**src/rtl/instruction_sequencer.sv**
```systemverilog
// Four-stage instruction sequencer: steps fetch / read vr / read vrw / write vw-pc
// on memory acknowledges, maintains the program counter and faults on a stalled access.
module instruction_sequencer #(
  parameter int unsigned PC_W    = 8,
  parameter int unsigned TIMEOUT = 15
) (
  input  logic            clk,
  input  logic            reset,
  input  logic            run,
  output logic            mem_req,
  output logic            mem_we,
  input  logic            mem_ack,
  output logic [1:0]      stage,
  output logic [0:3]      stage_done,
  output logic [PC_W-1:0] pc,
  input  logic            pc_load,
  input  logic [PC_W-1:0] pc_load_value,
  output logic            busy,
  output logic            fault
);

  localparam int unsigned WAIT_W = (TIMEOUT < 2) ? 1 : $clog2(TIMEOUT + 1);
  localparam logic [WAIT_W-1:0] WAIT_LAST = WAIT_W'((TIMEOUT == 0) ? 0 : TIMEOUT - 1);

  typedef enum logic [1:0] {
    S_IDLE,
    S_ACTIVE,
    S_FAULT
  } state_t;

  state_t            state_q, state_d;
  logic [1:0]        stage_q, stage_d;
  logic [PC_W-1:0]   pc_q, pc_d;
  logic [WAIT_W-1:0] wait_q, wait_d;
  logic [0:3]        done_q, done_d;

  always_ff @(posedge clk or posedge reset) begin
    if (reset) begin
      state_q <= S_IDLE;
      stage_q <= '0;
      pc_q    <= '0;
      wait_q  <= '0;
      done_q  <= '0;
    end else begin
      state_q <= state_d;
      stage_q <= stage_d;
      pc_q    <= pc_d;
      wait_q  <= wait_d;
      done_q  <= done_d;
    end
  end

  always_comb begin
    state_d = state_q;
    stage_d = stage_q;
    pc_d    = pc_q;
    wait_d  = wait_q;
    done_d  = '0;
    unique case (state_q)
      S_IDLE: begin
        if (run) begin
          state_d = S_ACTIVE;
          stage_d = '0;
          wait_d  = '0;
        end
      end
      S_ACTIVE: begin
        if (mem_ack) begin
          // An ack on the edge the counter would expire still completes the stage.
          done_d[stage_q] = 1'b1;
          wait_d          = '0;
          if (stage_q == 2'd3) begin
            pc_d    = pc_load ? pc_load_value : pc_q + 1'b1;
            stage_d = '0;
            state_d = run ? S_ACTIVE : S_IDLE;
          end else begin
            stage_d = stage_q + 2'd1;
          end
        end else begin
          wait_d = wait_q + 1'b1;
          if ((TIMEOUT != 0) && (wait_q == WAIT_LAST)) state_d = S_FAULT;
        end
      end
      S_FAULT: begin
        state_d = S_FAULT;
      end
      default: begin
        state_d = S_IDLE;
      end
    endcase
  end

  assign mem_req    = (state_q == S_ACTIVE);
  assign busy       = (state_q == S_ACTIVE);
  assign mem_we     = (state_q == S_ACTIVE) && (stage_q == 2'd3);
  assign fault      = (state_q == S_FAULT);
  assign stage      = stage_q;
  assign pc         = pc_q;
  assign stage_done = done_q;

endmodule

```
**config.mk**
```make
export PLATFORM = sky130hd
export DESIGN_NAME = instruction_sequencer
export DESIGN_NICKNAME = d
export VERILOG_FILES = /design/src/rtl/instruction_sequencer.sv
export SDC_FILE = /design/constraint.sdc
export NUM_CORES = 1
export LEC_CHECK = 0
export BUFFER_PORTS_ARGS = -buffer_cell sky130_fd_sc_hd__buf_2
export CORE_UTILIZATION = 32
export DETAILED_ROUTE_END_ITERATION = 6
export GPL_ROUTABILITY_DRIVEN = 0
export PLACE_DENSITY = 0.51
export SYNTH_ARGS = -nofsm -noshare
export SYNTH_HDL_FRONTEND = slang
export SYNTH_SLANG_ARGS = --single-unit
```
**constraint.sdc**
```tcl
create_clock -name clk -period 1.3 [get_ports clk]
set_input_delay 0.065 -clock clk [delete_from_list [all_inputs] [get_ports clk]]
set_output_delay 0.065 -clock clk [all_outputs]
set_load 0.02 [all_outputs]
```
Word level (Yosys, flattened, before mapping)
Cells that the tools add are included.
- word-level logic and storage cells: 45
- flip-flop bits (word level): 20
- reduce and logical (&&, ||, !) cells: 8
- bitwise gates (word level): 1
- add/subtract/negate cells: 3
- magnitude comparators: 2
- equality and inequality tests: 8
- muxes and demuxes: 18
- operators with widths (kind ; number):
    $mux 4 ; 4
    $mux 2 ; 7
    $reduce_and 3->1 ; 3
    $add 8x1->8 const B ; 1
    $mux 8 ; 1
    $pmux 4 s2 ; 1
    $ne 3x2->1 const B ; 2
    $pmux 2 s3 ; 1
    $add 4x1->4 const B ; 1
    $eq 2x2->1 const B ; 2
    $eq 4x4->1 const B ; 1
    $ne 2x2->1 const B ; 2
    $pmux 2 s2 ; 1
    $ge 3x3->1 const B ; 1
    $lt 3x1->1 const B ; 1
    $not 2->3 ; 1
    $add 2x1->2 const B ; 1
    $demux 1 s2 ; 1
    $eq 2x1->1 const B ; 1
    $logic_and 1x1->1 ; 2
    $logic_not 2->1 ; 1
    $mux 1 ; 2
    $reduce_and 2->1 ; 1
    $reduce_bool 2->1 ; 1

Longest topological paths before layout
- depth after elaboration: 7
- depth in mapped cells: 5
- depth with buffers taken out: 5

Worst setup path after synthesis
Ideal clock, no wire load.
- path kind: flip-flop to flip-flop
- from: reg stage_q[0] (netlist: stage[0])
- to: reg stage_q[0] (netlist: stage[0])
- setup slack: -0.206 ns
- clock period less this slack: 1.506 ns
- arrival time: 1.442 ns
- library setup time: 0.065 ns
- stages on the path, launching flop included: 5
- path through: dfrtp_1 -> ha_1 -> or4b_1 -> o21ai_1 -> a22o_2
- longest elaborated chain between the ends: 4
- RTL lines (item ; RTL line ; RTL):
    from (decl) ; 32 ; logic [1:0] stage_q, stage_d;
    from (signal assigned) ; 46 ; stage_q <= stage_d;
    $add 2x1->2 or $eq 2x2->1 (tied branches) ; 77, 72 ;
    $mux 2 * ; 72 ; if (stage_q == 2'd3) begin
    $mux 2 * ; 68 ; if (mem_ack) begin
    $pmux 2 s2 * ; 59 ; unique case (state_q)
Every way passes the cells marked *; elsewhere a longest branch is shown, timed or not. The select of a mux whose other input is x is not followed.
A chain may end at the register's enable or synchronous reset.

Final worst setup path
Same ends and word-level chain as after synthesis.

==> impl_summary.md <==
Power
The peak supply drop is around 0.52 mV. Summed over all cells, the static leakage comes to around 0.83 nW. Dividing total power by cell area gives a power density of approximately 650 mW/mm2.

STA
The headroom to the max-slew limit is 76.5%. For the final database, setup skew stands at 0.00643 ns. Final hold analysis gives a worst-case slack of approximately 0.019 ns. After layout, the worst path uses 108% of the clock period. Derived from the worst setup path, the maximum achievable clock frequency is between 0.7 and 0.8 GHz. After routing, the total negative slack on setup checks comes to -0.255 ns. The number of pins exceeding their max-slew limit in the final report was 0.

The final setup violation count is 6. The worst-margin pin slew is ~0.35 ns. Counting I/O delays and the setup requirement, the final critical path takes roughly 1.4 ns. Setup repair after global routing could not meet its margin everywhere. The hold violation total from the final report came to 0. Once routing completed, OpenROAD measured the worst setup slack at -0.0980 ns.

Floorplanning
Pin placement for this block handled 31 I/O pins. The region available for standard cell placement spans about 0.0034 mm2. From bottom edge to top edge, the die measures ~62 um. The placement row count is 21.

The floorplan step defined a die boundary enclosing around 0.0038 mm2. The die is approximately 62 um wide. The initial core utilization is approximately a third.

Setup path
The kind of start point of the critical path is a flip-flop. The cell family with the largest share of critical-path delay is simple AND/OR/NAND/NOR gates. The critical path's largest stage delay is 0.46 ns. Data on the critical path is required at its endpoint by about 1.5 ns.

For the worst setup path, the data arrival time is roughly 1.6 ns. The buffer and inverter count on the worst path is 0. In this run the worst path has a maximum fanout of 4.

The critical path class is flip-flop to flip-flop. STA classifies the critical path endpoint as a flip-flop. Walking the worst path, the cells encountered are ha_4 -> or4b_1 -> o21ai_1 -> a22o_2. The slowest cell on the critical path is sky130_fd_sc_hd__or4b_1.

Global routing
The first global-routing pass estimated between 4000 and 5000 um of wire. The number of antenna violations at the first check in global routing was 0. The overall routing resource usage is between 10% and 20%. The largest net degree at the start of global routing is 22. The remaining global-route overflow is 0. The via count of the first global-routing pass was a little over 900.

Clock network
The CTS clock-pin slew for the worst setup and hold paths is approximately 0.12 ns. The tree is rooted in a sky130_fd_sc_hd__clkbuf_4. The clock reaches the later pin of the worst-skew pair after approximately 0.30 ns. The CTS tree is built. The number of buffers on the longest clock path is 2. The number of buffers created by CTS is 3. Clock tree synthesis found a total of 20 sinks. The total number of H-tree levels is 1.

Final layout
The layout overhead on the synthesized area is 42.0%. The number of diodes is 0. The fraction of layout cells with a size suffix above 1 is ~45%. In the layout the commonest cells are 26 x sky130_fd_sc_hd__buf_2, 16 x sky130_fd_sc_hd__buf_4, 16 x sky130_fd_sc_hd__dfrtp_1. The number of nets in the final layout is 193.

The library cell used most frequently in the layout, excluding fill and tap cells, is sky130_fd_sc_hd__buf_2. The final non-filler cell total is between 200 and 250.

Drt
For this run, the detailed router's first-pass iteration total came to 4. The detail route stage leaves a number of antenna-violating nets equal to 0. The total via count after detailed routing is just over 1k.

The number of DRC markers in iteration 0 is 43. After detailed routing, the number of remaining DRC violations is 0. After detailed routing, the average wire length per cell comes to 11.9 um. Dividing the detail-routed via count by the number of cells gives ~4.7. The routed design has about 2600 um of wire.

Synth
The count of distinct cell types in the synthesized netlist is 32. The mean instance size in the synthesized netlist is about 9.5 um2. The number of flip-flops and latches in the synthesized netlist is 20. The count of warnings emitted by yosys is 0. The number of nets in the synthesized netlist is 142. Sequential elements use between 40% and 50% of the synthesized area. The number of instances in the synthesized netlist is 122. The cell area that synthesis handed to floorplanning was 0.00115 mm2.

Outcome
The checks that failed: negative setup slack. The flow ran to the end, but the final reports show violations.

Job
Max-cap violations in this run came to 0.

Placement
The number of placed instances, taps included, is 203. The total half-perimeter wirelength after legalization and detailed placement is between 1500 and 2000 um. In this run the tool buffered the top-level ports with 30 buffer cells.

Min path
The class of the tightest hold or removal check is input port to flip-flop.
## worst register-to-register path: cells and delay by family (launching register included)
kind / cells / cell delay [ns]
AO/OA/AOI/OAI: 2 / 0.25
adder cells (fa/ha/maj): 1 / 0.19
flip-flops: 1 / 0.45
AND/OR/NAND/NOR: 1 / 0.46
## power by group
group	total [mW]	internal, mW	switching [mW]
clock network	0.366	0.171	0.196
logic	0.0705	0.0304	0.0401
registers	0.622	0.622	0
total	1.06	0.823	0.236
## state kept, by name, summed over array words and instances, names as in the netlist
signal,cells
pc,8
stage,2
stage_done,4
state_q,2
wait_q,4
## final timing paths
| path | endpoint | cells after the start | start | slack [ns] |
|---|---|---|---|---|
| worst max-delay path | stage[0]$_DFFE_PP0P_ | 4 | stage[0]$_DFFE_PP0P_ | -0.1 |
| min in group asynchronous | pc[4]$_DFFE_PP0P_ | 4 | reset | 0.32 |
| max in group asynchronous | stage[1]$_DFFE_PP0P_ | 4 | reset | 0.75 |
| worst max register to register | stage[0]$_DFFE_PP0P_ | 4 | stage[0]$_DFFE_PP0P_ | -0.1 |
| worst min-delay path | state_q[0]$_DFFE_PP0P_ | 3 | run | 0.02 |
| worst min register to register | wait_q[0]$_DFFE_PP0P_ | 1 | wait_q[0]$_DFFE_PP0P_ | 0.56 |
## routing by layer
layer / wire length [um] / share of wire [%] / global-route usage (%)
met1: 1200 / 46 / 20.8
met2: 1290 / 49 / 23.7
met3: 98 / 3.8 / 4.35
met4: 19 / 0.73 / 3.81
met5: 0 / 0 / 0
## Yosys cell counts, drive strengths merged
library cell   n  share of area (%)
a31oi          2                1.1
o21ai         16                6.9
dfrtp         20                 43
a211o          1               0.76
nor3b          2                1.3
buf            6                3.3
nand2b         5                2.7
nor2           9                2.9
and2           2                1.1
o31a           2                1.5
mux2i          5                4.3
o21bai         1               0.65
ha             7                7.6
o22ai          1               0.54
a22o           2                1.6
a21oi          4                1.7
nand3          5                2.2
nand3b         2                1.3
and3           4                2.2
or4b           1               0.87
inv            7                2.3
nand2         11                3.6
nand4b         1                2.1
mux2           1               0.98
nand4          2                1.1
and4           1               0.76
nor4           1               0.54
and2b          1               0.76
## cells by family after synthesis
kind of cell               count (synthesis)  share of synthesized area (%)
and+or+nand+nor                           47                           23.3
AOI/OAI and AO/OA                         29                           14.9
DFF                                       20                           43.4
buffers and inverters                     13                           5.53
adders and majority gates                  7                           7.59
muxes                                      6                           5.31
## cell type report
class	instances	area, um2
Clock buffer	4	36.3
Inverter	7	31.3
Sequential cell	20	505
Tap cell	46	57.6
Timing Repair Buffer	52	362
Multi-Input combinational cell	89	646
Fill cell	346	1750
## repair_timing
action / CTS / global route
gates resized for setup: 11 / 26
pin swaps: 1 / 5
setup buffers: 7 / 5
setup endpoints to repair: 7 / 15
gates cloned: 1 / 0
hold buffers: 1 / 0
endpoints found under the hold margin: 20 / 0
## per-stage QoR
stage               setup WS, ns  total power [mW]  utilization [%]  instance area, um2
finish                   -0.0980              1.06             48.3                1640
floorplan                -0.0909             0.675                -                1170
global placement         -0.0466             0.700             42.0                1430
CTS                      -0.0979              1.08             45.8                1550
global route              -0.163              1.12             48.3                1640
detailed placement       -0.0883             0.702             42.0                1430
Power figures use the tool's default switching activity.
